--- config.mk ---
export PLATFORM = sky130hd
export DESIGN_NAME = op_loop_sequencer_flat
export DESIGN_NICKNAME = d
export VERILOG_FILES = /design/src/rtl/op_loop_sequencer_pkg.sv /design/src/rtl/op_loop_sequencer_if.sv /design/src/rtl/op_loop_sequencer.sv /design/src/flat_wrapper.sv
export SDC_FILE = /design/constraint.sdc
export NUM_CORES = 1
export LEC_CHECK = 0
export CORE_ASPECT_RATIO = 0.5
export CORE_MARGIN = 2
export CORE_UTILIZATION = 36
export CTS_CLUSTER_SIZE = 16
export DETAILED_ROUTE_END_ITERATION = 8
export PLACE_DENSITY = 0.79
export SETUP_SLACK_MARGIN = 0.3
export SLEW_MARGIN = 20
export SYNTH_ARGS = -nofsm -noshare
export SYNTH_HDL_FRONTEND = slang
export SYNTH_SLANG_ARGS = --single-unit
--- constraint.sdc ---
create_clock -name clk -period 2.7 [get_ports clk]
set_input_delay 0.675 -clock clk [delete_from_list [all_inputs] [get_ports clk]]
set_output_delay 0.675 -clock clk [all_outputs]
set_load 0.01 [all_outputs]
--- src/rtl/op_loop_sequencer_pkg.sv ---
// Shared types and default sizes for the op loop sequencer.
// Entry kinds arriving from decode, sequencer FSM states, queue geometry.
// Default op width comes from OP_SIZE when the build does not define it.
`ifndef OP_SIZE
`define OP_SIZE 32
`endif

package op_loop_sequencer_pkg;

  localparam int OP_W_DEF   = `OP_SIZE;
  localparam int DEPTH_DEF  = 64;
  localparam int ADDR_W_DEF = 6;
  localparam int CNT_W_DEF  = 8;

  // Upstream entry kind; 3 is reserved and flagged as a protocol error.
  typedef enum logic [1:0] {
    KIND_OP         = 2'd0,
    KIND_LOOP_BEGIN = 2'd1,
    KIND_LOOP_END   = 2'd2,
    KIND_RSVD       = 2'd3
  } kind_e;

  // STREAM: plain pass-through; BODY: first pass of a loop body is being
  // captured; REWIND: one-cycle read pointer restore; REPLAY: body re-issue.
  typedef enum logic [1:0] {
    ST_STREAM = 2'd0,
    ST_BODY   = 2'd1,
    ST_REWIND = 2'd2,
    ST_REPLAY = 2'd3
  } state_e;

endpackage

--- src/rtl/op_loop_sequencer_if.sv ---
// Bundle of the sequencer's upstream, queue-control and executor signals.
// master: the sequencer side; slave: decode, queue and executor side.
// Queue head (q_data_out) is combinational from the queue storage.
interface op_loop_sequencer_if
  import op_loop_sequencer_pkg::*;
#(
  parameter int OP_W = OP_W_DEF
);

  logic            in_valid;
  logic            in_ready;
  logic [1:0]      in_kind;
  logic [OP_W-1:0] in_op;

  logic            q_push;
  logic            q_pop;
  logic            q_next;
  logic            q_reset;
  logic [OP_W-1:0] q_data_in;
  logic [OP_W-1:0] q_data_out;

  logic            ex_valid;
  logic            ex_ready;
  logic [OP_W-1:0] ex_op;

  logic            busy;
  logic            err;

  modport master (
    input  in_valid, in_kind, in_op, q_data_out, ex_ready,
    output in_ready, q_push, q_pop, q_next, q_reset, q_data_in,
           ex_valid, ex_op, busy, err
  );

  modport slave (
    output in_valid, in_kind, in_op, q_data_out, ex_ready,
    input  in_ready, q_push, q_pop, q_next, q_reset, q_data_in,
           ex_valid, ex_op, busy, err
  );

endinterface

--- src/rtl/op_loop_sequencer.sv ---
// Op queue controller: pushes decoded ops, pops them to the executor, and
// replays a captured loop body N times via queue checkpoint/rewind.
// Accepted op reaches the executor one cycle later; one bubble per rewind.
module op_loop_sequencer
  import op_loop_sequencer_pkg::*;
#(
  parameter int OP_W   = OP_W_DEF,
  parameter int DEPTH  = DEPTH_DEF,
  parameter int ADDR_W = ADDR_W_DEF,
  parameter int CNT_W  = CNT_W_DEF
) (
  input logic                 clk,
  input logic                 rst,
  op_loop_sequencer_if.master bus
);

  localparam logic [ADDR_W:0]  DEPTH_C = (ADDR_W + 1)'(DEPTH);
  localparam logic [ADDR_W:0]  ONE_A   = (ADDR_W + 1)'(1);
  localparam logic [CNT_W-1:0] ONE_C   = CNT_W'(1);

  state_e           state_q;
  logic [ADDR_W:0]  occ_q, occ_d;
  logic [ADDR_W:0]  body_len_q;
  logic [CNT_W-1:0] iter_q;
  logic             err_q;
  logic             busy_q;
  logic             q_reset_q;

  kind_e            kind;
  logic [CNT_W-1:0] loop_n;
  logic             occ_empty, occ_room, body_room;
  logic             in_rdy, accept, push, pop, ex_vld, overflow;

  assign kind      = kind_e'(bus.in_kind);
  assign loop_n    = bus.in_op[CNT_W-1:0];
  assign occ_empty = (occ_q == '0);
  assign occ_room  = (occ_q < DEPTH_C);
  assign body_room = (body_len_q < DEPTH_C);

  // Upstream ready per state and entry kind; loop commands wait for a drained queue.
  always_comb begin
    in_rdy = 1'b0;
    case (state_q)
      ST_STREAM: begin
        case (kind)
          KIND_OP:         in_rdy = occ_room;
          KIND_LOOP_BEGIN: in_rdy = occ_empty;
          default:         in_rdy = 1'b1;
        endcase
      end
      ST_BODY: begin
        case (kind)
          KIND_OP:       in_rdy = occ_room & body_room;
          KIND_LOOP_END: in_rdy = occ_empty;
          default:       in_rdy = 1'b1;
        endcase
      end
      default: in_rdy = 1'b0;
    endcase
  end

  assign accept   = bus.in_valid & in_rdy;
  assign push     = accept & (kind == KIND_OP);
  // REWIND is the only state that hides the queue head from the executor.
  assign ex_vld   = (state_q != ST_REWIND) & ~occ_empty;
  assign pop      = ex_vld & bus.ex_ready;
  // A body that no longer fits in the queue cannot be replayed.
  assign overflow = bus.in_valid & (state_q == ST_BODY) & (kind == KIND_OP) &
                    (body_len_q == DEPTH_C);

  // Occupancy tracks push/pop, and snaps to the body length when rewinding.
  always_comb begin
    occ_d = occ_q + {{ADDR_W{1'b0}}, push} - {{ADDR_W{1'b0}}, pop};
    if (q_reset_q) occ_d = body_len_q;
  end

  // Sequencer FSM with its counters and registered status outputs.
  always_ff @(posedge clk or posedge rst) begin
    if (rst) begin
      state_q    <= ST_STREAM;
      occ_q      <= '0;
      body_len_q <= '0;
      iter_q     <= '0;
      err_q      <= 1'b0;
      busy_q     <= 1'b0;
      q_reset_q  <= 1'b0;
    end else begin
      occ_q <= occ_d;
      case (state_q)
        ST_STREAM: begin
          if (accept) begin
            case (kind)
              KIND_LOOP_BEGIN: begin
                body_len_q <= '0;
                state_q    <= ST_BODY;
                busy_q     <= 1'b1;
              end
              KIND_LOOP_END, KIND_RSVD: err_q <= 1'b1;
              default: ;
            endcase
          end
        end
        ST_BODY: begin
          if (overflow) begin
            // Abandon the loop: the captured ops simply run once.
            err_q   <= 1'b1;
            state_q <= ST_STREAM;
            busy_q  <= 1'b0;
          end else if (accept) begin
            case (kind)
              KIND_OP: body_len_q <= body_len_q + ONE_A;
              KIND_LOOP_END: begin
                if ((loop_n <= ONE_C) || (body_len_q == '0)) begin
                  state_q <= ST_STREAM;
                  busy_q  <= 1'b0;
                end else begin
                  iter_q    <= loop_n - ONE_C;
                  state_q   <= ST_REWIND;
                  q_reset_q <= 1'b1;
                end
              end
              default: err_q <= 1'b1;  // nested LOOP_BEGIN or reserved kind
            endcase
          end
        end
        ST_REWIND: begin
          state_q   <= ST_REPLAY;
          q_reset_q <= 1'b0;
        end
        ST_REPLAY: begin
          if (pop && (occ_q == ONE_A)) begin
            if (iter_q == ONE_C) begin
              iter_q  <= '0;
              state_q <= ST_STREAM;
              busy_q  <= 1'b0;
            end else begin
              iter_q    <= iter_q - ONE_C;
              state_q   <= ST_REWIND;
              q_reset_q <= 1'b1;
            end
          end
        end
        default: state_q <= ST_STREAM;
      endcase
    end
  end

  assign bus.in_ready  = in_rdy;
  assign bus.q_push    = push;
  assign bus.q_pop     = pop;
  assign bus.q_next    = accept & (kind == KIND_LOOP_BEGIN) & (state_q == ST_STREAM);
  assign bus.q_reset   = q_reset_q;
  assign bus.q_data_in = bus.in_op[OP_W-1:0];
  assign bus.ex_valid  = ex_vld;
  assign bus.ex_op     = bus.q_data_out[OP_W-1:0];
  assign bus.busy      = busy_q;
  assign bus.err       = err_q;

endmodule

--- src/flat_wrapper.sv ---
// flat-port wrapper written by rule: the top's interface ports become plain ports
module op_loop_sequencer_flat import op_loop_sequencer_pkg::*;
#(
  parameter int OP_W   = OP_W_DEF,
  parameter int DEPTH  = DEPTH_DEF,
  parameter int ADDR_W = ADDR_W_DEF,
  parameter int CNT_W  = CNT_W_DEF
)
  (clk, rst, bus_in_valid, bus_in_kind, bus_in_op, bus_q_data_out, bus_ex_ready, bus_in_ready, bus_q_push, bus_q_pop, bus_q_next, bus_q_reset, bus_q_data_in, bus_ex_valid, bus_ex_op, bus_busy, bus_err);
  op_loop_sequencer_if #(.OP_W(OP_W)) bus_i ();
  input logic clk;
  input logic rst;
  input wire logic [$bits(bus_i.in_valid)-1:0] bus_in_valid;
  input wire logic [$bits(bus_i.in_kind)-1:0] bus_in_kind;
  input wire logic [$bits(bus_i.in_op)-1:0] bus_in_op;
  input wire logic [$bits(bus_i.q_data_out)-1:0] bus_q_data_out;
  input wire logic [$bits(bus_i.ex_ready)-1:0] bus_ex_ready;
  output wire logic [$bits(bus_i.in_ready)-1:0] bus_in_ready;
  output wire logic [$bits(bus_i.q_push)-1:0] bus_q_push;
  output wire logic [$bits(bus_i.q_pop)-1:0] bus_q_pop;
  output wire logic [$bits(bus_i.q_next)-1:0] bus_q_next;
  output wire logic [$bits(bus_i.q_reset)-1:0] bus_q_reset;
  output wire logic [$bits(bus_i.q_data_in)-1:0] bus_q_data_in;
  output wire logic [$bits(bus_i.ex_valid)-1:0] bus_ex_valid;
  output wire logic [$bits(bus_i.ex_op)-1:0] bus_ex_op;
  output wire logic [$bits(bus_i.busy)-1:0] bus_busy;
  output wire logic [$bits(bus_i.err)-1:0] bus_err;
  assign bus_i.in_valid = bus_in_valid;
  assign bus_i.in_kind = bus_in_kind;
  assign bus_i.in_op = bus_in_op;
  assign bus_i.q_data_out = bus_q_data_out;
  assign bus_i.ex_ready = bus_ex_ready;
  assign bus_in_ready = bus_i.in_ready;
  assign bus_q_push = bus_i.q_push;
  assign bus_q_pop = bus_i.q_pop;
  assign bus_q_next = bus_i.q_next;
  assign bus_q_reset = bus_i.q_reset;
  assign bus_q_data_in = bus_i.q_data_in;
  assign bus_ex_valid = bus_i.ex_valid;
  assign bus_ex_op = bus_i.ex_op;
  assign bus_busy = bus_i.busy;
  assign bus_err = bus_i.err;
  op_loop_sequencer #(.OP_W(OP_W), .DEPTH(DEPTH), .ADDR_W(ADDR_W), .CNT_W(CNT_W)) u_core (.clk(clk), .rst(rst), .bus(bus_i));
endmodule
==> results of run 1 <==
cells by family after synthesis:
| group | Yosys count | synth area share (%) |
|---|---|---|
| buffers and inverters | 93 | 22.7 |
| AND/OR/NAND/NOR | 91 | 20.3 |
| AO/OA/AOI/OAI | 62 | 17.1 |
| flip-flops | 27 | 25.3 |
| adder cells (fa/ha/maj) | 16 | 7.79 |
| XOR/XNOR | 11 | 3.61 |
| multiplexers | 8 | 3.19 |
cells in the final DEF, fill, tap and decap left out, drive strengths merged, types with 5 or more instances in the layout:
master and instances:
o31ai 6, buf 71, dlygate4sd2 5, dfrtp 27, nand3 6, clkdlybuf4s50 12, nor4 5, o21ai 13
nor2b 6, nor3 6, xnor2 5, nand2 21, nor2 16, clkbuf 6, a21oi 8, inv 24
xor2 6, ha 15
worst max-delay path, cell delays in order, from the launching register on:
cell and delay (ns):
dfrtp_1 0.39, inv_2 0.09, ha_4 0.13, and4bb_4 0.23
or2b_1 0.25, and3_4 0.19, ha_4 0.26, inv_2 0.03
ha_4 0.16, a21o_1 0.17, a21o_1 0.20, a221o_1 0.33
xnor2_1 0.14, mux2_4 0.26
layout make-up:
cell class	count	area [µm²]
Fill cell	633	3830
Multi-Input combinational cell	188	1640
Timing Repair Buffer	95	797
Sequential cell	27	676
Tap cell	96	120
Inverter	24	90.1
Clock buffer	3	75.1
Clock inverter	1	7.51
metrics by stage:
stage / TNS (ns) / area (µm²) / setup slack [ns] / cells
5_1_grt: -1.01 / 3410 / -0.333 / 434
6_report: -0.626 / 3410 / -0.251 / 434
4_1_cts: -0.326 / 3260 / -0.151 / 426
3_5_place_dp: -6.50 / 3000 / -0.692 / 414
3_3_place_gp: -5.28 / 3000 / -0.615 / 414
2_1_floorplan: -0.280 / 2730 / -0.150 / 308
what timing repair did:
item	in CTS	in global routing
setup buffers	8	8
gates resized for setup	65	31
pin swaps	19	17
hold endpoints to repair	0	0
endpoints found under the setup margin	34	21
power by group:
part           switching, mW  internal [mW]  total (mW)
clock                  0.159          0.202       0.361
sequential           0.00365          0.407       0.411
combinational         0.0755         0.0819       0.157
final timing paths:
path / slack [ns] / endpoint / from / cells past startpoint
worst max-delay path: -0.25 / u_core.occ_q[5]$_DFF_PP0_ / u_core.occ_q[4]$_DFF_PP0_ / 13
worst min-delay path: 0.51 / u_core.bus.err$_DFFE_PP0P_ / u_core.bus.err$_DFFE_PP0P_ / 1
worst max register to register: -0.25 / u_core.occ_q[5]$_DFF_PP0_ / u_core.occ_q[4]$_DFF_PP0_ / 13
worst min register to register: 0.51 / u_core.bus.err$_DFFE_PP0P_ / u_core.bus.err$_DFFE_PP0P_ / 1
max in group asynchronous: 1.66 / u_core.occ_q[0]$_DFF_PP0_ / rst / 3
min in group asynchronous: 0.77 / u_core.iter_q[2]$_DFFE_PP0P_ / rst / 3
metal layers:
metal | vias to the layer above | part of all wire (%) | GRT usage [%]
met5 | - | 0 | 0
met4 | 0 | 5.2 | 8.06
met3 | 57 | 8.5 | 3.72
met2 | 140 | 48 | 32.9
met1 | 1142 | 38 | 20.7
li1 | 1085 | - | -
registers in the layout, summed over array words and instances, names as in the netlist:
signal,count
u_core.state_q,2
u_core.bus.err,1
u_core.bus.busy,1
u_core.iter_q,8
u_core.occ_q,7
u_core.bus.q_reset,1
u_core.body_len_q,7
==> impl_results.md, run 1 <==
* CTS sink count at 27
* CP endpoint kind: register
* Crit path launch type: register
* Count leader, synth: buf_4
* Die area at 8150 µm²
* Maximum clock frequency at ~340 MHz
* # port buffers at 29
* Max Clock Skew at 0.00773 ns
* Biggest area consumer among synthesized cells: dfrtp_1
* Antenna Cells at 0
* Yosys top cell area share at roughly a quarter
* #FFs+latches synth at 27
* Core Util, Final at 47.0%
* Post-DP HPWL at roughly 5400 µm
* Seq/Total Area, Yosys at 25.3%
* Number of global-route vias before repair at 2341
* Clock latency on the worst-skew pair at 0.27 ns
* Fin worst setup slack at -0.251 ns
* DRT Wirelength at 7990 µm
* Relative slew margins at 64.5%
* Io pins at 142
* Placer Congestion at 0.872
* Initial drt markers at 268
* Worst Path Arrival at slightly above 3 ns
* Syn Std Cell Area at 2670 µm²
* CTS clk-pin slew, worst paths at roughly 0.08 ns
* Number of synthesized flops with an enable pin at 0
* YS warnings at 0
* Die Span X at approximately 130 µm
* Overall power at 929 µW
* Largest net degree at the start of global routing at 28
* Req. time, crit path at 2.86 ns
* Crit-path max FO at 2
* Synth cell types at 64
* Failing checks: setup timing
* Power per standard cell area at 273 nW/µm²
* Clock buffer depth at 2
* Share of layout cells above drive strength 1 at 40.8%
* Die H at 64.9 µm
* Syn_nets at slightly below 400
* DR vias/cell at 5.59
* # H-tree levels at 1
* Layout net count at 425
* Main area contributors after synthesis: dfrtp_1 25%, buf_4 18%, ha_1 7.0%
* Post-route ant nets at 0
* Placement Rows at 22
* Worst VDD drop at 0.237 mV
* Synth-to-layout area growth at 27.7%
* Maxcap violations at 0
* Fin crit share at 109%
* Core area at 7240 µm²
* Endpoints failing hold at 0
* GR Overflow Total at 0
* Tot GR Track Use at 18.0%
* Fin. max-slew vios at 0
* Synth Flop Type: dfrtp_1
* Cts bufs inserted at 3
* Type of the worst setup path: reg -> reg
* Router iterations before antenna repair at 5
* Initial Util at 36.8%
* Outcome: finished with violations
* CTS Hold Bufs at 0
* Most frequent cells after synthesis: 65 x buf_4, 27 x dfrtp_1, 24 x inv_1
* CTS root buf: clkbuf_16
* DR vias at 2424
* Leak at 1.50 nW
* Synth Instances at 308
* Drt drc at 0
* Setup violations, final at 4
* Initial antenna violation count at 0
* Hold slack at 0.509 ns
* Ys async rst share at 100%
* Tmin final at 2.95 ns
* CTS tree: yes
* Unrepaired setup endpoints after global routing: yes
* Mean post-synth cell area at 8.66 µm²
* WL/cell at 18.4 µm
* Global-route wire length before repair at 11800 µm
* Hold/Removal Path Class: reg -> reg
* Worst slew pin tran at between 0.5 and 0.6 ns
(Power assumes the default switching activity.)
==> run 2: changes to the inputs <==
GPL_ROUTABILITY_DRIVEN = 0   (was unset)
==> results of run 2 <==
The final DEF is identical to that of run 1; final timing and power are the same.
